File: config.mk
export PLATFORM = sky130hd
export DESIGN_NAME = decode_stage
export DESIGN_NICKNAME = d
export VERILOG_FILES = /design/src/rtl/decode_pkg.sv /design/src/rtl/decode_stage_reg_scoreboard.sv /design/src/rtl/decode_stage.sv
export SDC_FILE = /design/constraint.sdc
export NUM_CORES = 1
export LEC_CHECK = 0
export CORE_MARGIN = 4
export CORE_UTILIZATION = 42
export CTS_CLUSTER_DIAMETER = 30
export DETAILED_ROUTE_END_ITERATION = 7
export HOLD_SLACK_MARGIN = 0.15
export PLACE_DENSITY = 0.88
export SLEW_MARGIN = 30
export SYNTH_ARGS = -nofsm -noshare
export SYNTH_HDL_FRONTEND = slang
export SYNTH_SLANG_ARGS = --single-unit
File: constraint.sdc
create_clock -name clk -period 3.2 [get_ports clk]
set_input_delay 0.48 -clock clk [delete_from_list [all_inputs] [get_ports clk]]
set_output_delay 0.48 -clock clk [all_outputs]
set_load 0.02 [all_outputs]
File: src/rtl/decode_pkg.sv
// Shared field positions, immediate-mode encoding and register-file sizing
// for the custom 32-bit ISA decode stage.
package decode_pkg;

  localparam int OPC_MSB  = 31;
  localparam int OPC_LSB  = 27;
  localparam int IMMB     = 26;
  localparam int RD_MSB   = 26;
  localparam int RD_LSB   = 23;
  localparam int RS1_MSB  = 22;
  localparam int RS1_LSB  = 19;
  localparam int RS2_MSB  = 18;
  localparam int RS2_LSB  = 15;
  localparam int MODE_MSB = 17;
  localparam int MODE_LSB = 16;
  localparam int IMM_MSB  = 15;
  localparam int IMM_LSB  = 0;
  localparam int BOFF_MSB = 26;
  localparam int BOFF_LSB = 0;

  localparam int REG_AW = 4;
  localparam int NREGS  = 16;

  typedef enum logic [1:0] {
    IMM_SEXT = 2'b00,
    IMM_ZEXT = 2'b01,
    IMM_HI   = 2'b10,
    IMM_RSVD = 2'b11
  } imm_mode_t;

endpackage

File: src/rtl/decode_stage_reg_scoreboard.sv
// Busy-register scoreboard: issue sets, writeback clears (set wins),
// r0 never busy, plus the combinational hazard lookup for the held instruction.
module reg_scoreboard
  import decode_pkg::*;
#(
  parameter int NWB = 1
) (
  input  logic                  clk,
  input  logic                  rst,
  input  logic                  set_en,
  input  logic [REG_AW-1:0]     set_rd,
  input  logic [NWB-1:0]        wb_valid,
  input  logic [REG_AW*NWB-1:0] wb_rd,
  input  logic [REG_AW-1:0]     rs1,
  input  logic [REG_AW-1:0]     rs2,
  input  logic [REG_AW-1:0]     rd,
  input  logic                  use_rs2,
  input  logic                  use_rd,
  output logic                  hazard
);

  logic [NREGS-1:0] busy;

  for (genvar gi = 0; gi < NREGS; gi++) begin : g_busy
    if (gi == 0) begin : g_r0
      assign busy[gi] = 1'b0;
    end else begin : g_rn
      logic bit_reg;
      logic clr;
      logic set;

      always_comb begin
        clr = 1'b0;
        for (int w = 0; w < NWB; w++) begin
          if (wb_valid[w] && (wb_rd[w*REG_AW +: REG_AW] == REG_AW'(gi))) begin
            clr = 1'b1;
          end
        end
      end

      assign set = set_en && (set_rd == REG_AW'(gi));

      // A new producer issuing in the same cycle as an older writeback keeps the bit set.
      always_ff @(posedge clk) begin
        if (rst) begin
          bit_reg <= 1'b0;
        end else if (set) begin
          bit_reg <= 1'b1;
        end else if (clr) begin
          bit_reg <= 1'b0;
        end
      end

      assign busy[gi] = bit_reg;
    end
  end

  assign hazard = busy[rs1] || (use_rs2 && busy[rs2]) || (use_rd && busy[rd]);

endmodule

File: src/rtl/decode_stage.sv
// ID pipeline register: decodes fetch beats into fields, immediate and branch
// target, and issues them to execute once the scoreboard reports no hazard.
module decode_stage
  import decode_pkg::*;
#(
  parameter int          XLEN       = 32,
  parameter int          NWB        = 1,
  parameter logic [31:0] NODEST_OPS = 32'h0,
  parameter logic [31:0] BRANCH_OPS = 32'h0
) (
  input  logic                  clk,
  input  logic                  rst,
  input  logic                  flush,
  input  logic                  in_valid,
  output logic                  in_ready,
  input  logic [31:0]           inst,
  input  logic [XLEN-1:0]       pc,
  output logic                  out_valid,
  input  logic                  out_ready,
  output logic [4:0]            opcode,
  output logic                  immediate_bit,
  output logic [REG_AW-1:0]     rd,
  output logic [REG_AW-1:0]     rs1,
  output logic [REG_AW-1:0]     rs2,
  output logic [XLEN-1:0]       immx,
  output logic [XLEN-1:0]       branch_tgt,
  output logic                  illegal,
  input  logic [NWB-1:0]        wb_valid,
  input  logic [REG_AW*NWB-1:0] wb_rd
);

  // Without any branch opcode the target is never consumed, so it stays at zero.
  localparam bit ANY_BRANCH = |BRANCH_OPS;

  logic                held_reg;
  logic [4:0]          opcode_reg;
  logic                immb_reg;
  logic [REG_AW-1:0]   rd_reg;
  logic [REG_AW-1:0]   rs1_reg;
  logic [REG_AW-1:0]   rs2_reg;
  logic [XLEN-1:0]     immx_reg;
  logic [XLEN-1:0]     tgt_reg;
  logic                illegal_reg;

  imm_mode_t           mode_d;
  logic [15:0]         imm16;
  logic [XLEN-1:0]     immx_d;
  logic                illegal_d;
  logic [XLEN-1:0]     boff;
  logic [XLEN-1:0]     tgt_d;

  logic hazard;
  logic issue;
  logic issue_eff;
  logic capture;
  logic nodest;

  assign mode_d = imm_mode_t'(inst[MODE_MSB:MODE_LSB]);
  assign imm16  = inst[IMM_MSB:IMM_LSB];

  always_comb begin
    immx_d    = '0;
    illegal_d = 1'b0;
    case (mode_d)
      IMM_SEXT: immx_d = XLEN'($signed(imm16));
      IMM_ZEXT: immx_d = XLEN'(imm16);
      IMM_HI:   immx_d = XLEN'({imm16, 16'h0000});
      IMM_RSVD: illegal_d = 1'b1;
      default:  illegal_d = 1'b1;
    endcase
  end

  assign boff  = XLEN'($signed(inst[BOFF_MSB:BOFF_LSB])) << 2;
  assign tgt_d = pc + boff;

  assign nodest    = NODEST_OPS[opcode_reg];
  assign out_valid = held_reg && !hazard;
  assign issue     = out_valid && out_ready;
  assign issue_eff = issue && !flush;
  assign in_ready  = !held_reg || issue || flush;
  assign capture   = in_valid && in_ready && !flush;

  always_ff @(posedge clk) begin
    if (rst) begin
      held_reg    <= 1'b0;
      opcode_reg  <= '0;
      immb_reg    <= 1'b0;
      rd_reg      <= '0;
      rs1_reg     <= '0;
      rs2_reg     <= '0;
      immx_reg    <= '0;
      tgt_reg     <= '0;
      illegal_reg <= 1'b0;
    end else begin
      if (flush) begin
        held_reg <= 1'b0;
      end else if (capture) begin
        held_reg <= 1'b1;
      end else if (issue) begin
        held_reg <= 1'b0;
      end

      if (capture) begin
        opcode_reg  <= inst[OPC_MSB:OPC_LSB];
        immb_reg    <= inst[IMMB];
        rd_reg      <= inst[RD_MSB:RD_LSB];
        rs1_reg     <= inst[RS1_MSB:RS1_LSB];
        rs2_reg     <= inst[RS2_MSB:RS2_LSB];
        immx_reg    <= immx_d;
        tgt_reg     <= ANY_BRANCH ? tgt_d : '0;
        illegal_reg <= illegal_d;
      end
    end
  end

  reg_scoreboard #(
    .NWB(NWB)
  ) u_scoreboard (
    .clk      (clk),
    .rst      (rst),
    .set_en   (issue_eff && !nodest),
    .set_rd   (rd_reg),
    .wb_valid (wb_valid),
    .wb_rd    (wb_rd),
    .rs1      (rs1_reg),
    .rs2      (rs2_reg),
    .rd       (rd_reg),
    .use_rs2  (!immb_reg),
    .use_rd   (!nodest),
    .hazard   (hazard)
  );

  assign opcode        = opcode_reg;
  assign immediate_bit = immb_reg;
  assign rd            = rd_reg;
  assign rs1           = rs1_reg;
  assign rs2           = rs2_reg;
  assign immx          = immx_reg;
  assign branch_tgt    = tgt_reg;
  assign illegal       = illegal_reg;

endmodule

==> impl_metrics.csv <==
group,metric,value,unit
logic_synthesis,syn_area,3610,um^2
route,drt_iter0_markers,147,
placed_design,globalplace.congestion,0.897,
critical_path,crit_cells,7,
sta,period_needed,3.01,ns
global_route,number_of_antenna_violations_at_the_first_check_in_global_routing,0,
sta,timing_worst_slew_pin_value,0.577,ns
sta,max_freq,332,MHz
die,io_pins,159,
sta,timing.final.ws_setup,0.192,ns
clock_tree,cts_tree,"done",
die,row_count,33,
critical_path,cp_top_family,"multiplexers",
logic_synthesis,number_of_warning_messages_in_the_yosys_log,0,
sta,setup_repair_after_global_routing_missed_its_margin,"false",
clock_tree,clkSinkCount,66,
final_layout,relative_area_change_from_synthesis_to_final_layout,31.4,%
logic_synthesis,synth_top_area_share,36.6,%
die,dieWidth,101,um
clock_tree,cts_hold_buf,0,
placed_design,dp_hpwl,7140,um
power,finalPower,2.02,mW
global_route,first_global_vias,3106,
worst_hold_path,worstHoldPathCells,2,
critical_path,setup.worst_path.start,"rs1[1]",
route,drt-total-wl,9580,um
placed_design,buffers_on_ports,94,
critical_path,rr_startpoint,"rs1[1]",
power,power_per_cell_area,426,nW/um^2
route,detail-route-antenna-nets,0,
critical_path,worst-endpoint-required,2.72,ns
final_layout,largest_register_ffs,32,
die,initial_core_util,43.5,%
critical_path,crit_path_start_kind,"flip-flop",
sta,report.final.hold_viol_count,0,
final_layout,fillers,702,
route,drc,0,
critical_path,path_class,"reg -> out",
logic_synthesis,syn-mean-instance-area,8.44,um^2
route,average_vias_per_placed_instance,5.17,
logic_synthesis,synth_cells,428,
critical_path,critical_path.n_buffers_inverters,1,
critical_path,critPathSlowestCell,"sky130_fd_sc_hd__mux4_1",
global_route,grt_max_degree,72,
clock_tree,cts_htree_levels,3,
clock_tree,clockRootBuffer,"sky130_fd_sc_hd__clkbuf_8",
critical_path,worstPathArrival,2.53,ns
logic_synthesis,netlist_top_cells_area,"sky130_fd_sc_hd__dfxtp_1, sky130_fd_sc_hd__mux2i_1, sky130_fd_sc_hd__nand2_1",
critical_path,cp_max_fo,4,
critical_path,ff2ff_path_depth,7,
worst_hold_path,kind_of_path_behind_the_tightest_hold_check,"reg -> reg",
clock_tree,numCtsBuffers,9,
die,dieArea,10100,um^2
global_route,globalRouteTotalUtil,18.3,%
sta,min_period_over_period,94.0,%
die,die_h,101,um
logic_synthesis,ys_seq_elements,66,
critical_path,critPathCaptureType,"primary output",
global_route,globalRoute.totalOverflow,0,
route,avgRoutedWirePerCell,15.3,um
worst_hold_path,worst_hold_startpoint,"opcode[0]",
final_layout,diode_insertion_count_for_antenna_repair,0,
run,max-cap-violations,0,
sta,fin_setup_tns,0,ns
route,detailroute.via_count,3244,
placed_design,dp_slack,0.0409,ns
power,vdd.ir_drop.worst,0.000235,V
clock_tree,post-cts-setup-buffers,0,
critical_path,critical-path-max-stage-delay,0.59,ns
logic_synthesis,ys_seq_area_share,36.6,%
critical_path,crit_path_cell_trace,"mux4_1, mux2i_1, o22ai_1, nor3_2, a31oi_1, nand2b_1, dlygate4sd2_1",
run_status,outcome,"completed",
logic_synthesis,post-synth-top-area-cell,"sky130_fd_sc_hd__dfxtp_1",
final_layout,design.final.nets,591,
sta,slew_viol_final,0,
sta,final.setup_skew,0.00976,ns
logic_synthesis,synth_edf_count,0,
power,p_leak,1.96,nW
logic_synthesis,synth_cell_type_count,36,
global_route,grt_first_pass_wirelength,15000,um
sta,slew_headroom,61.5,%
final_layout,drive_gt1_share,8.81,%
sta,setup_viol_count_final,0,
clock_tree,clock_tree.buffer_depth,2,
die,core_region_area,8300,um^2
clock_tree,clkLatencyLatePin,0.34,ns
logic_synthesis,ys.flop_type,"sky130_fd_sc_hd__dfxtp_1",
logic_synthesis,async_sr_flop_fraction,0,%
route,drtPass1Iterations,4,
clock_tree,clkSlewWorstSetupHoldPaths,0.07,ns
==> logic make-up after synthesis <==
kind of cell | count (synthesis) | share of synthesized area, %
compound gates | 36 | 7.24
buf+inv | 65 | 12.1
flops | 66 | 36.6
mux | 65 | 20.8
other cells | 1 | 0.104
simple gates | 195 | 23.2
==> routing by layer <==
layer  global-route usage, %  vias to the layer above  routed length (um)
li1                        -                     1571                   -
met1                    23.3                     1521                4010
met2                    30.3                      134                4690
met3                    3.94                       18                 667
met4                    7.15                        0                 213
met5                       0                        -                   0
==> where the power goes <==
| group | internal (mW) | switching, mW | total [mW] |
|---|---|---|---|
| clock network | 0.366 | 0.347 | 0.714 |
| registers | 0.854 | 0.0358 | 0.890 |
| logic | 0.189 | 0.227 | 0.416 |
==> placed cells by master (no fill, tap or decap), types with 2 or more instances in the layout <==
cell type / Yosys / layout
sky130_fd_sc_hd__a221oi_1: 3 / 3
sky130_fd_sc_hd__and3_1: 2 / 2
sky130_fd_sc_hd__buf_12: 1 / 3
sky130_fd_sc_hd__buf_4: 35 / 11
sky130_fd_sc_hd__clkbuf_8: 0 / 9
sky130_fd_sc_hd__clkdlybuf4s50_1: 0 / 92
sky130_fd_sc_hd__clkinv_4: 0 / 2
sky130_fd_sc_hd__conb_1: 1 / 32
sky130_fd_sc_hd__dfxtp_1: 66 / 64
sky130_fd_sc_hd__inv_1: 3 / 3
sky130_fd_sc_hd__inv_6: 0 / 2
sky130_fd_sc_hd__mux2_2: 4 / 4
sky130_fd_sc_hd__mux2i_1: 54 / 54
sky130_fd_sc_hd__mux4_1: 2 / 2
sky130_fd_sc_hd__mux4_2: 5 / 5
sky130_fd_sc_hd__nand2_1: 138 / 138
sky130_fd_sc_hd__nand2b_1: 6 / 6
sky130_fd_sc_hd__nand3_1: 16 / 16
sky130_fd_sc_hd__nand3b_1: 3 / 3
sky130_fd_sc_hd__nand4_1: 4 / 4
sky130_fd_sc_hd__nand4b_1: 2 / 2
sky130_fd_sc_hd__nor2_1: 10 / 10
sky130_fd_sc_hd__nor2b_1: 10 / 10
sky130_fd_sc_hd__o211ai_1: 8 / 8
sky130_fd_sc_hd__o21ai_0: 7 / 6
sky130_fd_sc_hd__o311ai_0: 3 / 3
sky130_fd_sc_hd__o31ai_1: 8 / 8
sky130_fd_sc_hd__o41ai_1: 2 / 2
==> final timing paths <==
check / end / slack [ns]
min: opcode[0] / 0.46
max: in_ready / 0.19
max reg2reg: immx[13] / 0.59
min reg2reg: opcode[0] / 0.46
==> area by class of cell <==
class / count / area, um^2 / area share [%]
Clock inverter: 7 / 77.6 / 1.64
Inverter: 4 / 15.0 / 0.316
Sequential cell: 66 / 1330 / 28.0
Timing Repair Buffer: 108 / 1080 / 22.9
Clock buffer: 9 / 124 / 2.61
Multi-Input combinational cell: 328 / 1990 / 41.9
Tap cell: 105 / 131 / 2.77
==> cell usage after synthesis (4+ instances only) <==
cell type / count
sky130_fd_sc_hd__nand2_1: 138
sky130_fd_sc_hd__dfxtp_1: 66
sky130_fd_sc_hd__mux2i_1: 54
sky130_fd_sc_hd__buf_4: 35
sky130_fd_sc_hd__clkbuf_1: 18
sky130_fd_sc_hd__nand3_1: 16
sky130_fd_sc_hd__nor2_1: 10
sky130_fd_sc_hd__nor2b_1: 10
sky130_fd_sc_hd__o211ai_1: 8
sky130_fd_sc_hd__o31ai_1: 8
sky130_fd_sc_hd__o21ai_0: 7
sky130_fd_sc_hd__nand2b_1: 6
sky130_fd_sc_hd__mux4_2: 5
sky130_fd_sc_hd__mux2_2: 4
sky130_fd_sc_hd__nand4_1: 4
==> repair_timing <==
| action | in CTS | in global routing |
|---|---|---|
| resized for setup | 4 | 4 |
| endpoints found under the setup margin | 2 | 2 |
| pin swaps | 0 | 0 |
==> through the flow <==
stage / cells / utilization (%) / hold slack, ns / instance area (um^2)
after floorplan: 459 / - / 0.460 / 3730
after global routing: 627 / 57.2 / 0.485 / 4740
after detailed placement: 611 / 54.5 / 0.452 / 4530
final: 627 / 57.2 / 0.462 / 4740
after global placement: 611 / 54.5 / 0.443 / 4530
after CTS: 627 / 57.0 / 0.463 / 4730
==> worst register-to-register path: stages (launching register included) <==
cell and delay [ns]:
sky130_fd_sc_hd__dfxtp_1 0.43, sky130_fd_sc_hd__mux4_1 0.59, sky130_fd_sc_hd__mux2i_1 0.17, sky130_fd_sc_hd__o22ai_1 0.13, sky130_fd_sc_hd__or3_1 0.41, sky130_fd_sc_hd__o21a_2 0.37, sky130_fd_sc_hd__buf_12 0.24, sky130_fd_sc_hd__mux2i_1 0.14
Note: power is estimated with default switching activity, not from simulation.
